`src/rtl/mips_pkg.sv`:
```
// Shared definitions for the multicycle MIPS control path.
//   - opcode constants for the supported instruction set
//   - ALU operation, ALU B-source and PC-source mux codes
//   - state_t: control FSM state encoding (4-bit)
//   - op_supported(): true when the control FSM knows how to execute an opcode
package mips_pkg;

    localparam logic [5:0] OP_RTYPE = 6'b000000;
    localparam logic [5:0] OP_LW    = 6'b100011;
    localparam logic [5:0] OP_SW    = 6'b101011;
    localparam logic [5:0] OP_BEQ   = 6'b000100;
    localparam logic [5:0] OP_J     = 6'b000010;
    localparam logic [5:0] OP_ADDI  = 6'b001000;

    localparam logic [1:0] ALUOP_ADD   = 2'b00;
    localparam logic [1:0] ALUOP_SUB   = 2'b01;
    localparam logic [1:0] ALUOP_FUNCT = 2'b10;

    localparam logic [1:0] SRCB_REG     = 2'b00;
    localparam logic [1:0] SRCB_FOUR    = 2'b01;
    localparam logic [1:0] SRCB_IMM     = 2'b10;
    localparam logic [1:0] SRCB_IMM_SH2 = 2'b11;

    localparam logic [1:0] PCSRC_ALU    = 2'b00;
    localparam logic [1:0] PCSRC_ALUOUT = 2'b01;
    localparam logic [1:0] PCSRC_JUMP   = 2'b10;

    typedef enum logic [3:0] {
        ST_IDLE   = 4'd0,
        ST_FETCH  = 4'd1,
        ST_DECODE = 4'd2,
        ST_MEMADR = 4'd3,
        ST_MEMRD  = 4'd4,
        ST_MEMWB  = 4'd5,
        ST_MEMWR  = 4'd6,
        ST_REXEC  = 4'd7,
        ST_RWB    = 4'd8,
        ST_BRANCH = 4'd9,
        ST_JUMP   = 4'd10,
        ST_IEXEC  = 4'd11,
        ST_IWB    = 4'd12
    } state_t;

    function automatic logic op_supported(input logic [5:0] op);
        return (op == OP_RTYPE) || (op == OP_LW) || (op == OP_SW) ||
               (op == OP_BEQ)   || (op == OP_J)  || (op == OP_ADDI);
    endfunction

endpackage

```
`src/rtl/multicycle_ctrl_outdec.sv`:
```
// Output decoder for the multicycle control FSM: purely combinational
// map from the current state (and effective memory-ready) to every
// datapath control except illegal_op, which depends on the opcode.
// Ports:
//   i_state      current FSM state
//   i_mem_ready  effective memory-ready (already forced to 1 when no handshake)
//   o_*          datapath enables / mux selects, instr_done pulse
module multicycle_ctrl_outdec
    import mips_pkg::*;
(
    input  state_t      i_state,
    input  logic        i_mem_ready,
    output logic        o_pc_write,
    output logic        o_pc_write_cond,
    output logic        o_iord,
    output logic        o_mem_read,
    output logic        o_mem_write,
    output logic        o_ir_write,
    output logic        o_mem_to_reg,
    output logic        o_reg_dst,
    output logic        o_reg_write,
    output logic        o_alu_src_a,
    output logic [1:0]  o_alu_src_b,
    output logic [1:0]  o_alu_op,
    output logic [1:0]  o_pc_source,
    output logic        o_instr_done
);

    always_comb begin
        o_pc_write      = 1'b0;
        o_pc_write_cond = 1'b0;
        o_iord          = 1'b0;
        o_mem_read      = 1'b0;
        o_mem_write     = 1'b0;
        o_ir_write      = 1'b0;
        o_mem_to_reg    = 1'b0;
        o_reg_dst       = 1'b0;
        o_reg_write     = 1'b0;
        o_alu_src_a     = 1'b0;
        o_alu_src_b     = SRCB_REG;
        o_alu_op        = ALUOP_ADD;
        o_pc_source     = PCSRC_ALU;
        o_instr_done    = 1'b0;

        case (i_state)
            ST_FETCH: begin
                // Memory read held through the stall; IR and PC update
                // only in the cycle the fetch actually completes.
                o_mem_read  = 1'b1;
                o_alu_src_b = SRCB_FOUR;
                o_ir_write  = i_mem_ready;
                o_pc_write  = i_mem_ready;
            end
            ST_DECODE: begin
                o_alu_src_b = SRCB_IMM_SH2;
            end
            ST_MEMADR: begin
                o_alu_src_a = 1'b1;
                o_alu_src_b = SRCB_IMM;
            end
            ST_MEMRD: begin
                o_mem_read = 1'b1;
                o_iord     = 1'b1;
            end
            ST_MEMWB: begin
                o_reg_write  = 1'b1;
                o_mem_to_reg = 1'b1;
                o_instr_done = 1'b1;
            end
            ST_MEMWR: begin
                o_mem_write  = 1'b1;
                o_iord       = 1'b1;
                o_instr_done = i_mem_ready;
            end
            ST_REXEC: begin
                o_alu_src_a = 1'b1;
                o_alu_op    = ALUOP_FUNCT;
            end
            ST_RWB: begin
                o_reg_write  = 1'b1;
                o_reg_dst    = 1'b1;
                o_instr_done = 1'b1;
            end
            ST_BRANCH: begin
                o_alu_src_a     = 1'b1;
                o_alu_op        = ALUOP_SUB;
                o_pc_write_cond = 1'b1;
                o_pc_source     = PCSRC_ALUOUT;
                o_instr_done    = 1'b1;
            end
            ST_JUMP: begin
                o_pc_write   = 1'b1;
                o_pc_source  = PCSRC_JUMP;
                o_instr_done = 1'b1;
            end
            ST_IEXEC: begin
                o_alu_src_a = 1'b1;
                o_alu_src_b = SRCB_IMM;
            end
            ST_IWB: begin
                o_reg_write  = 1'b1;
                o_instr_done = 1'b1;
            end
            default: ;
        endcase
    end

endmodule

```
`src/rtl/multicycle_ctrl.sv`:
```
// Main control FSM for the multicycle MIPS datapath (R-type, lw, sw, beq,
// j, addi) with an optional memory-ready stall handshake.
// Ports:
//   clk, rst_n     clock (rising edge), async active-low reset
//   op             opcode from the instruction register
//   mem_ready      memory access completes this cycle
//   PCWrite .. PCSource   datapath controls (see outdec)
//   instr_done     pulse in the final cycle of each instruction
//   illegal_op     pulse in DECODE for an unsupported opcode
//
// state  | meaning
// IDLE   | after reset, all outputs low
// FETCH  | read instruction at PC, PC+4 (waits on mem_ready)
// DECODE | register read, branch target precompute, dispatch on op
// MEMADR | lw/sw effective address
// MEMRD  | lw data read (waits on mem_ready)
// MEMWB  | lw write-back from MDR
// MEMWR  | sw data write (waits on mem_ready)
// REXEC  | R-type ALU operation
// RWB    | R-type write-back to rd
// BRANCH | beq compare and conditional PC load
// JUMP   | j PC load
// IEXEC  | addi ALU operation
// IWB    | addi write-back to rt
module multicycle_ctrl
    import mips_pkg::*;
#(
    parameter bit MEM_HANDSHAKE = 1'b1
) (
    input  logic        clk,
    input  logic        rst_n,
    input  logic [5:0]  op,
    input  logic        mem_ready,
    output logic        PCWrite,
    output logic        PCWriteCond,
    output logic        IorD,
    output logic        MemRead,
    output logic        MemWrite,
    output logic        IRWrite,
    output logic        MemtoReg,
    output logic        RegDst,
    output logic        RegWrite,
    output logic        ALUSrcA,
    output logic [1:0]  ALUSrcB,
    output logic [1:0]  Alu_op,
    output logic [1:0]  PCSource,
    output logic        instr_done,
    output logic        illegal_op
);

    state_t r_state;
    state_t w_next_state;
    logic   w_mem_ready;

    assign w_mem_ready = MEM_HANDSHAKE ? mem_ready : 1'b1;

    always_ff @(posedge clk or negedge rst_n) begin
        if (!rst_n) begin
            r_state <= ST_IDLE;
        end else begin
            r_state <= w_next_state;
        end
    end

    always_comb begin
        w_next_state = ST_IDLE;
        case (r_state)
            ST_IDLE:   w_next_state = ST_FETCH;
            ST_FETCH:  w_next_state = w_mem_ready ? ST_DECODE : ST_FETCH;
            ST_DECODE: begin
                case (op)
                    OP_RTYPE:     w_next_state = ST_REXEC;
                    OP_LW, OP_SW: w_next_state = ST_MEMADR;
                    OP_BEQ:       w_next_state = ST_BRANCH;
                    OP_J:         w_next_state = ST_JUMP;
                    OP_ADDI:      w_next_state = ST_IEXEC;
                    default:      w_next_state = ST_FETCH;
                endcase
            end
            // op is still valid here: the IR only loads in FETCH.
            ST_MEMADR: w_next_state = (op == OP_SW) ? ST_MEMWR : ST_MEMRD;
            ST_MEMRD:  w_next_state = w_mem_ready ? ST_MEMWB : ST_MEMRD;
            ST_MEMWB:  w_next_state = ST_FETCH;
            ST_MEMWR:  w_next_state = w_mem_ready ? ST_FETCH : ST_MEMWR;
            ST_REXEC:  w_next_state = ST_RWB;
            ST_RWB:    w_next_state = ST_FETCH;
            ST_BRANCH: w_next_state = ST_FETCH;
            ST_JUMP:   w_next_state = ST_FETCH;
            ST_IEXEC:  w_next_state = ST_IWB;
            ST_IWB:    w_next_state = ST_FETCH;
            default:   w_next_state = ST_IDLE;
        endcase
    end

    assign illegal_op = (r_state == ST_DECODE) && !op_supported(op);

    multicycle_ctrl_outdec u_outdec (
        .i_state         (r_state),
        .i_mem_ready     (w_mem_ready),
        .o_pc_write      (PCWrite),
        .o_pc_write_cond (PCWriteCond),
        .o_iord          (IorD),
        .o_mem_read      (MemRead),
        .o_mem_write     (MemWrite),
        .o_ir_write      (IRWrite),
        .o_mem_to_reg    (MemtoReg),
        .o_reg_dst       (RegDst),
        .o_reg_write     (RegWrite),
        .o_alu_src_a     (ALUSrcA),
        .o_alu_src_b     (ALUSrcB),
        .o_alu_op        (Alu_op),
        .o_pc_source     (PCSource),
        .o_instr_done    (instr_done)
    );

endmodule

```
`config.mk`:
```
export PLATFORM = sky130hd
export DESIGN_NAME = multicycle_ctrl
export DESIGN_NICKNAME = d
export VERILOG_FILES = /design/src/rtl/mips_pkg.sv /design/src/rtl/multicycle_ctrl_outdec.sv /design/src/rtl/multicycle_ctrl.sv
export SDC_FILE = /design/constraint.sdc
export NUM_CORES = 1
export LEC_CHECK = 0
export ABC_AREA = 1
export BUFFER_PORTS_ARGS = -buffer_cell sky130_fd_sc_hd__buf_2
export CORE_MARGIN = 4
export CORE_UTILIZATION = 30
export CTS_CLUSTER_DIAMETER = 60
export DETAILED_ROUTE_END_ITERATION = 6
export PLACE_DENSITY_LB_ADDON = 0.2
export REMOVE_ABC_BUFFERS = 1
export SYNTH_ARGS = -nofsm -noshare
export SYNTH_HDL_FRONTEND = slang
export SYNTH_HIERARCHICAL = 1
export SYNTH_SLANG_ARGS = --single-unit
```
`constraint.sdc`:
```
create_clock -name clk -period 1 [get_ports clk]
set_input_delay 0.05 -clock clk [delete_from_list [all_inputs] [get_ports clk]]
set_output_delay 0.05 -clock clk [all_outputs]
set_load 0.01 [all_outputs]
```
After elaboration in Yosys (flattened, before gate mapping)

Index checks and enable logic that the tools add are counted.

Reduce and logical (&&, ||, !) cells: 17
Muxes and demuxes: 20
Equal/unequal tests: 17

Operators by type and width:

| cell                                                            | number |
|---|---|
| 4-bit one-hot mux with 8 select lines                           | 1 |
| 4-bit == test, second input constant                            | 5 |
| 4-bit one-hot mux with 5 select lines                           | 1 |
| 4-bit by 3-bit == test with 1-bit output, second input constant | 4 |
| 6-bit == test, second input constant                            | 2 |
| 1-bit 2-to-1 mux                                                | 10 |
| 4-bit by 2-bit == test with 1-bit output, second input constant | 2 |
| 2-bit one-hot mux with 2 select lines                           | 2 |
| 2-bit OR reduction                                              | 4 |
| 6-bit by 2-bit == test with 1-bit output, second input constant | 1 |
| 6-bit by 3-bit == test with 1-bit output, second input constant | 1 |
| 6-bit by 4-bit == test with 1-bit output, second input constant | 1 |
| 6-bit zero test                                                 | 1 |
| 2-bit one-hot mux with 3 select lines                           | 1 |
| 6-bit OR reduction                                              | 1 |
| 1-bit logical OR                                                | 5 |
| 5-bit OR reduction                                              | 1 |
| 4-bit by 1-bit == test with 1-bit output, second input constant | 1 |
| 4-bit zero test                                                 | 1 |
| 2-bit 2-to-1 mux                                                | 2 |
| 1-bit one-hot mux with 2 select lines                           | 2 |
| 4-bit OR reduction                                              | 1 |
| 3-bit 2-to-1 mux                                                | 1 |
| 3-bit OR reduction                                              | 1 |
| 2 further kinds                                                 | 2 |

Flip-flop bits (word level): 4
Output and inout port bits: 18
Input port bits: 9
Logic and storage cells: 55

Depth between registers and ports, before layout

Depth in word-level cells: 8
Mapped depth: 7
Depth with buffers taken out: 7

Hierarchy

Netlist, hierarchy kept.

By module, submodules not included:

| module                 | area an instance (um^2) | sequential area each (um^2) | cells each | instances |
|---|---|---|---|---|
| multicycle_ctrl        | 409.1                   | 100.1                       | 75         | 1 |
| multicycle_ctrl_outdec | 193.9                   | 0.0                         | 41         | 1 |

Least setup slack after synthesis

OpenSTA, ideal clock, no wires.

Path kind: register to output
From: register r_state[1]
To: output port instr_done
Data arrival time: 1.069 ns
Buffers on the path: 0
Stages on the path, launching flop included: 6
Required time: 0.950 ns
Path slack: -0.119 ns
Cell sequence: dfrtp_1 inv_2 nand2_1 nor2_2 nor2_1 nand3_1

Word-level cells in the longest chain between the ends: 3
Elaborated cells between the ends (all ways): 8
Classes of those cells: eq/ne (6); mux (1); reduce/logical (1)

Ends and longest elaborated chain:

| item                                                                      | RTL line                     | source |
|---|---|---|
| from (decl)                                                               | multicycle_ctrl.sv:51        | `state_t r_state;` |
| from (signal assigned)                                                    | multicycle_ctrl.sv:61        | `r_state <= w_next_state;` |
| 4-bit by 3-bit == test with 1-bit output or 4-bit == test (tied branches) | multicycle_ctrl_outdec.sv:45 | `case (i_state)` |
| 5-bit OR reduction (no source line)                                       | --                           |  |
| 1-bit one-hot mux with 2 select lines *                                   | multicycle_ctrl_outdec.sv:45 |  |
| to (decl)                                                                 | multicycle_ctrl.sv:47        | `output logic instr_done,` |

Every way passes the cells marked *; elsewhere a longest branch is shown, timed or not.

Final worst setup path

From: register r_state[3]
To: output port instr_done

Same word-level chain as after synthesis.

==> metrics.log <==
INFO  metric route.vias.total = 892
INFO  metric worst_slew_margin_rel = 83.4%
INFO  metric detail_route.drc_violations = 0
INFO  metric route.antenna.remaining_nets = 0
INFO  metric worstMarginPinSlew = 248 ps
INFO  metric total_of_max_cap_violations = 0
INFO  metric dr.pass1.iters = 4
INFO  metric synthesis.yosys.warnings = 6
INFO  metric post_synth_mux_area_share = 0%
INFO  metric period_needed = 1380 ps
INFO  metric largest_register_ff_count = 4
INFO  metric postSynthRegisterBits = 4
INFO  metric ys_seq_area_share = 16.6%
INFO  metric clock_path_buffers = 2
INFO  metric synth_fa_ha_area_share = 0%
INFO  metric final_common_cell = sky130_fd_sc_hd__buf_2
INFO  metric core_region_area = 0.00182 sq mm
INFO  metric root_buffer = sky130_fd_sc_hd__clkbuf_4
INFO  metric worst-r2r-setup-slack = -300 ps
INFO  metric netlist-cell-type-count = 17
INFO  metric avgRoutedWirePerCell = 11.2 um
INFO  metric initial_antenna_violation_count = 0
INFO  metric tritoncts = done
INFO  metric timing.hold.worst.class = in2async
INFO  metric die_x = 52.8 um
INFO  metric htreeDepth = 1
INFO  metric globalRouteTotalUtil = 14.3%
INFO  metric internal_power = 1.38 mW
INFO  metric fin_skew = 2.85 ps
INFO  metric regMostFlops = r_state
INFO  metric synth_area_per_cell = 5.20 sq um
INFO  metric synth_simple_gate_area_share = 64.3%
INFO  metric first_global_vias = 729
INFO  metric critPathRequiredTime = 950 ps
INFO  metric largest_family_of_logic_cells_by_synthesized_area = simple AND/OR/NAND/NOR gates
INFO  metric total_leakage_power = 0.624 nW
INFO  metric iteration_0_drc_count_of_the_detailed_router = 17
INFO  metric insertedDiodeCount = 0
INFO  metric run_status = finished, violations left
INFO  metric r2r_end = r_state[0]
INFO  metric fin_crit_sh = 138%
INFO  metric timing.critical_path.from_type = register
INFO  metric comb_power_share = 78.5%
INFO  metric crit_arrival = 1330 ps
INFO  metric power.switching_fraction = 50.4%
INFO  metric max_clock_freq = 725 MHz
INFO  metric failed_checks = setup timing
INFO  metric layout_setup_ws = -380 ps
INFO  metric placement.io_buffers = 26
INFO  metric mappedNetlistArea = 603 sq um
INFO  metric final_net_count = 176
INFO  metric unrepaired_setup_endpoints_after_global_routing = yes
INFO  metric grt_start_max_net_pins = 9
INFO  metric postSynthCellCount = 116
INFO  metric final_hold_viol_count = 0
INFO  metric vdd_drop_max = 0.00128 V
INFO  metric seqPwrFrac = 13.9%
INFO  metric fp.dieArea = 0.00279 sq mm
INFO  metric numCtsBuffers = 3
INFO  metric synth_compound_area_share = 3.53%
INFO  metric critPathMaxFanout = 5
INFO  metric p_clk_share = 7.5%
INFO  metric fin_util = 61.2%
INFO  metric critPathCaptureType = output port
INFO  metric drive_above_1_share = 55.8%
INFO  metric cts_sinks = 4
INFO  metric area_growth = 84.9%
INFO  metric post_synth_xor_area_fraction = 0%
INFO  metric report.final.setup_viol = 22
INFO  metric fp-row-count = 15
INFO  metric total_switching_power = 1.40 mW
INFO  metric place.gp.congestion = 0.839
INFO  metric layout.cells.most_common_list = 24 x sky130_fd_sc_hd__buf_2, 21 x sky130_fd_sc_hd__nand2_1, 21 x sky130_fd_sc_hd__nor2_1
INFO  metric start_util = 33.1%
INFO  metric chipHeight = 52.8 um
INFO  metric timing_worst_setup_path_type = reg2out
INFO  metric place_hpwl = 1.44 mm
INFO  metric registers_with_the_most_flip_flops = r_state x4
INFO  metric hold_ws = 141 ps
INFO  metric vias_per_cell = 4.69
INFO  metric grt_pass1_wl = 3.03 mm
INFO  metric clock_latency = 240 ps
INFO  metric final_max_slew_viol_count = 0
INFO  metric grt-ovfl-total = 0
INFO  metric clkSlewWorstSetupHoldPaths = 40 ps
INFO  metric postRouteWirelength = 2.13 mm
INFO  metric power-per-cell-area = 2500 mW/mm^2
INFO  metric pin_count = 27
INFO  metric timing.rr.start = r_state[0]
INFO  metric r2r.worst_path.cells = 8
-- power by group through the flow --
| stage | registers [mW] | clock network, mW | logic (mW) |
|---|---|---|---|
| 6_report | 0.387 | 0.210 | 2.19 |
| 5_1_grt | 0.397 | 0.233 | 2.37 |
| 4_1_cts | 0.385 | 0.216 | 1.61 |
| 3_5_place_dp | 0.368 | 0 | 1.38 |
| 3_3_place_gp | 0.369 | 0 | 1.37 |
| 2_1_floorplan | 0.351 | 0 | 0.828 |
-- critical path: stages (launching register included) --
cell and delay [ps]:
sky130_fd_sc_hd__dfrtp_2 470, sky130_fd_sc_hd__buf_4 180, sky130_fd_sc_hd__nand2_2 70, sky130_fd_sc_hd__nor2_4 40
sky130_fd_sc_hd__nor2_2 110, sky130_fd_sc_hd__nand3_1 70, sky130_fd_sc_hd__buf_2 140
-- worst max-delay path by stage --
stage / start / end / slack [ps] / depth (start not counted)
final: r_state[3] / instr_done / -380 / 6
after global placement: r_state[1] / illegal_op / -190 / 5
after detailed placement: r_state[1] / illegal_op / -210 / 5
after CTS: r_state[2] / ALUSrcA / -360 / 8
after floorplan: r_state[1] / instr_done / -250 / 5
after global routing: r_state[2] / ALUSrcA / -430 / 8
-- through the flow --
step                      setup TNS (ps)  cell area [sq um]  std cells  worst slack, ps  power [mW]
after floorplan                     -894                588        114             -250        1.18
after global routing               -7390               1110        190             -433        3.01
final                              -5930               1110        190             -380        2.78
after detailed placement           -2230                825        175             -207        1.75
after CTS                          -5610                946        183             -357        2.21
after global placement             -2050                825        175             -193        1.73
-- synth_stat cells --
cell type | number | area share (%)
sky130_fd_sc_hd__inv_2 | 4 | 2.5
sky130_fd_sc_hd__nor3_1 | 1 | 0.83
sky130_fd_sc_hd__nand4_1 | 5 | 5.2
sky130_fd_sc_hd__nor2_1 | 28 | 17
sky130_fd_sc_hd__o31ai_1 | 1 | 1.2
sky130_fd_sc_hd__nand2_1 | 30 | 19
sky130_fd_sc_hd__nand2_2 | 4 | 4.1
sky130_fd_sc_hd__clkinv_1 | 1 | 0.62
sky130_fd_sc_hd__buf_4 | 2 | 2.5
sky130_fd_sc_hd__nor2_4 | 1 | 1.9
sky130_fd_sc_hd__nand2_4 | 1 | 1.9
sky130_fd_sc_hd__dfrtp_1 | 4 | 17
sky130_fd_sc_hd__o21bai_1 | 1 | 1.2
sky130_fd_sc_hd__inv_1 | 16 | 10
sky130_fd_sc_hd__nor2_2 | 5 | 5.2
sky130_fd_sc_hd__o22ai_1 | 1 | 1.0
sky130_fd_sc_hd__nand3_1 | 11 | 9.1
-- timing repair --
action | CTS | global route
hold endpoints to repair | 4 | 0
endpoints found under the setup margin | 22 | 22
pin swaps | 7 | 15
resized for setup | 20 | 30
hold buffers | 1 | 0
buffers inserted | 4 | 7
-- cells by family after synthesis --
group                  count (synthesis)
AO/OA/AOI/OAI                          3
buffers and inverters                 23
flip-flops                             4
AND/OR/NAND/NOR                       86
-- routing by layer --
| layer | track usage [%] | vias to the layer above | routed length [um] |
|---|---|---|---|
| met5 | 0 | - | 0 |
| met3 | 3.42 | 7 | 110 |
| li1 | - | 457 | - |
| met4 | 4.68 | 0 | 46 |
| met1 | 18.7 | 404 | 958 |
| met2 | 22.7 | 24 | 1020 |
-- cell type report --
| class | instances | area [sq um] |
|---|---|---|
| fillers | 169 | 706 |
| multi-input cells | 89 | 522 |
| repair buffers | 48 | 349 |
| flip-flops and latches | 4 | 105 |
| inverters | 21 | 85.1 |
| well taps | 25 | 31.3 |
| clock buffers | 3 | 22.5 |
Power figures use the tool's default switching activity.
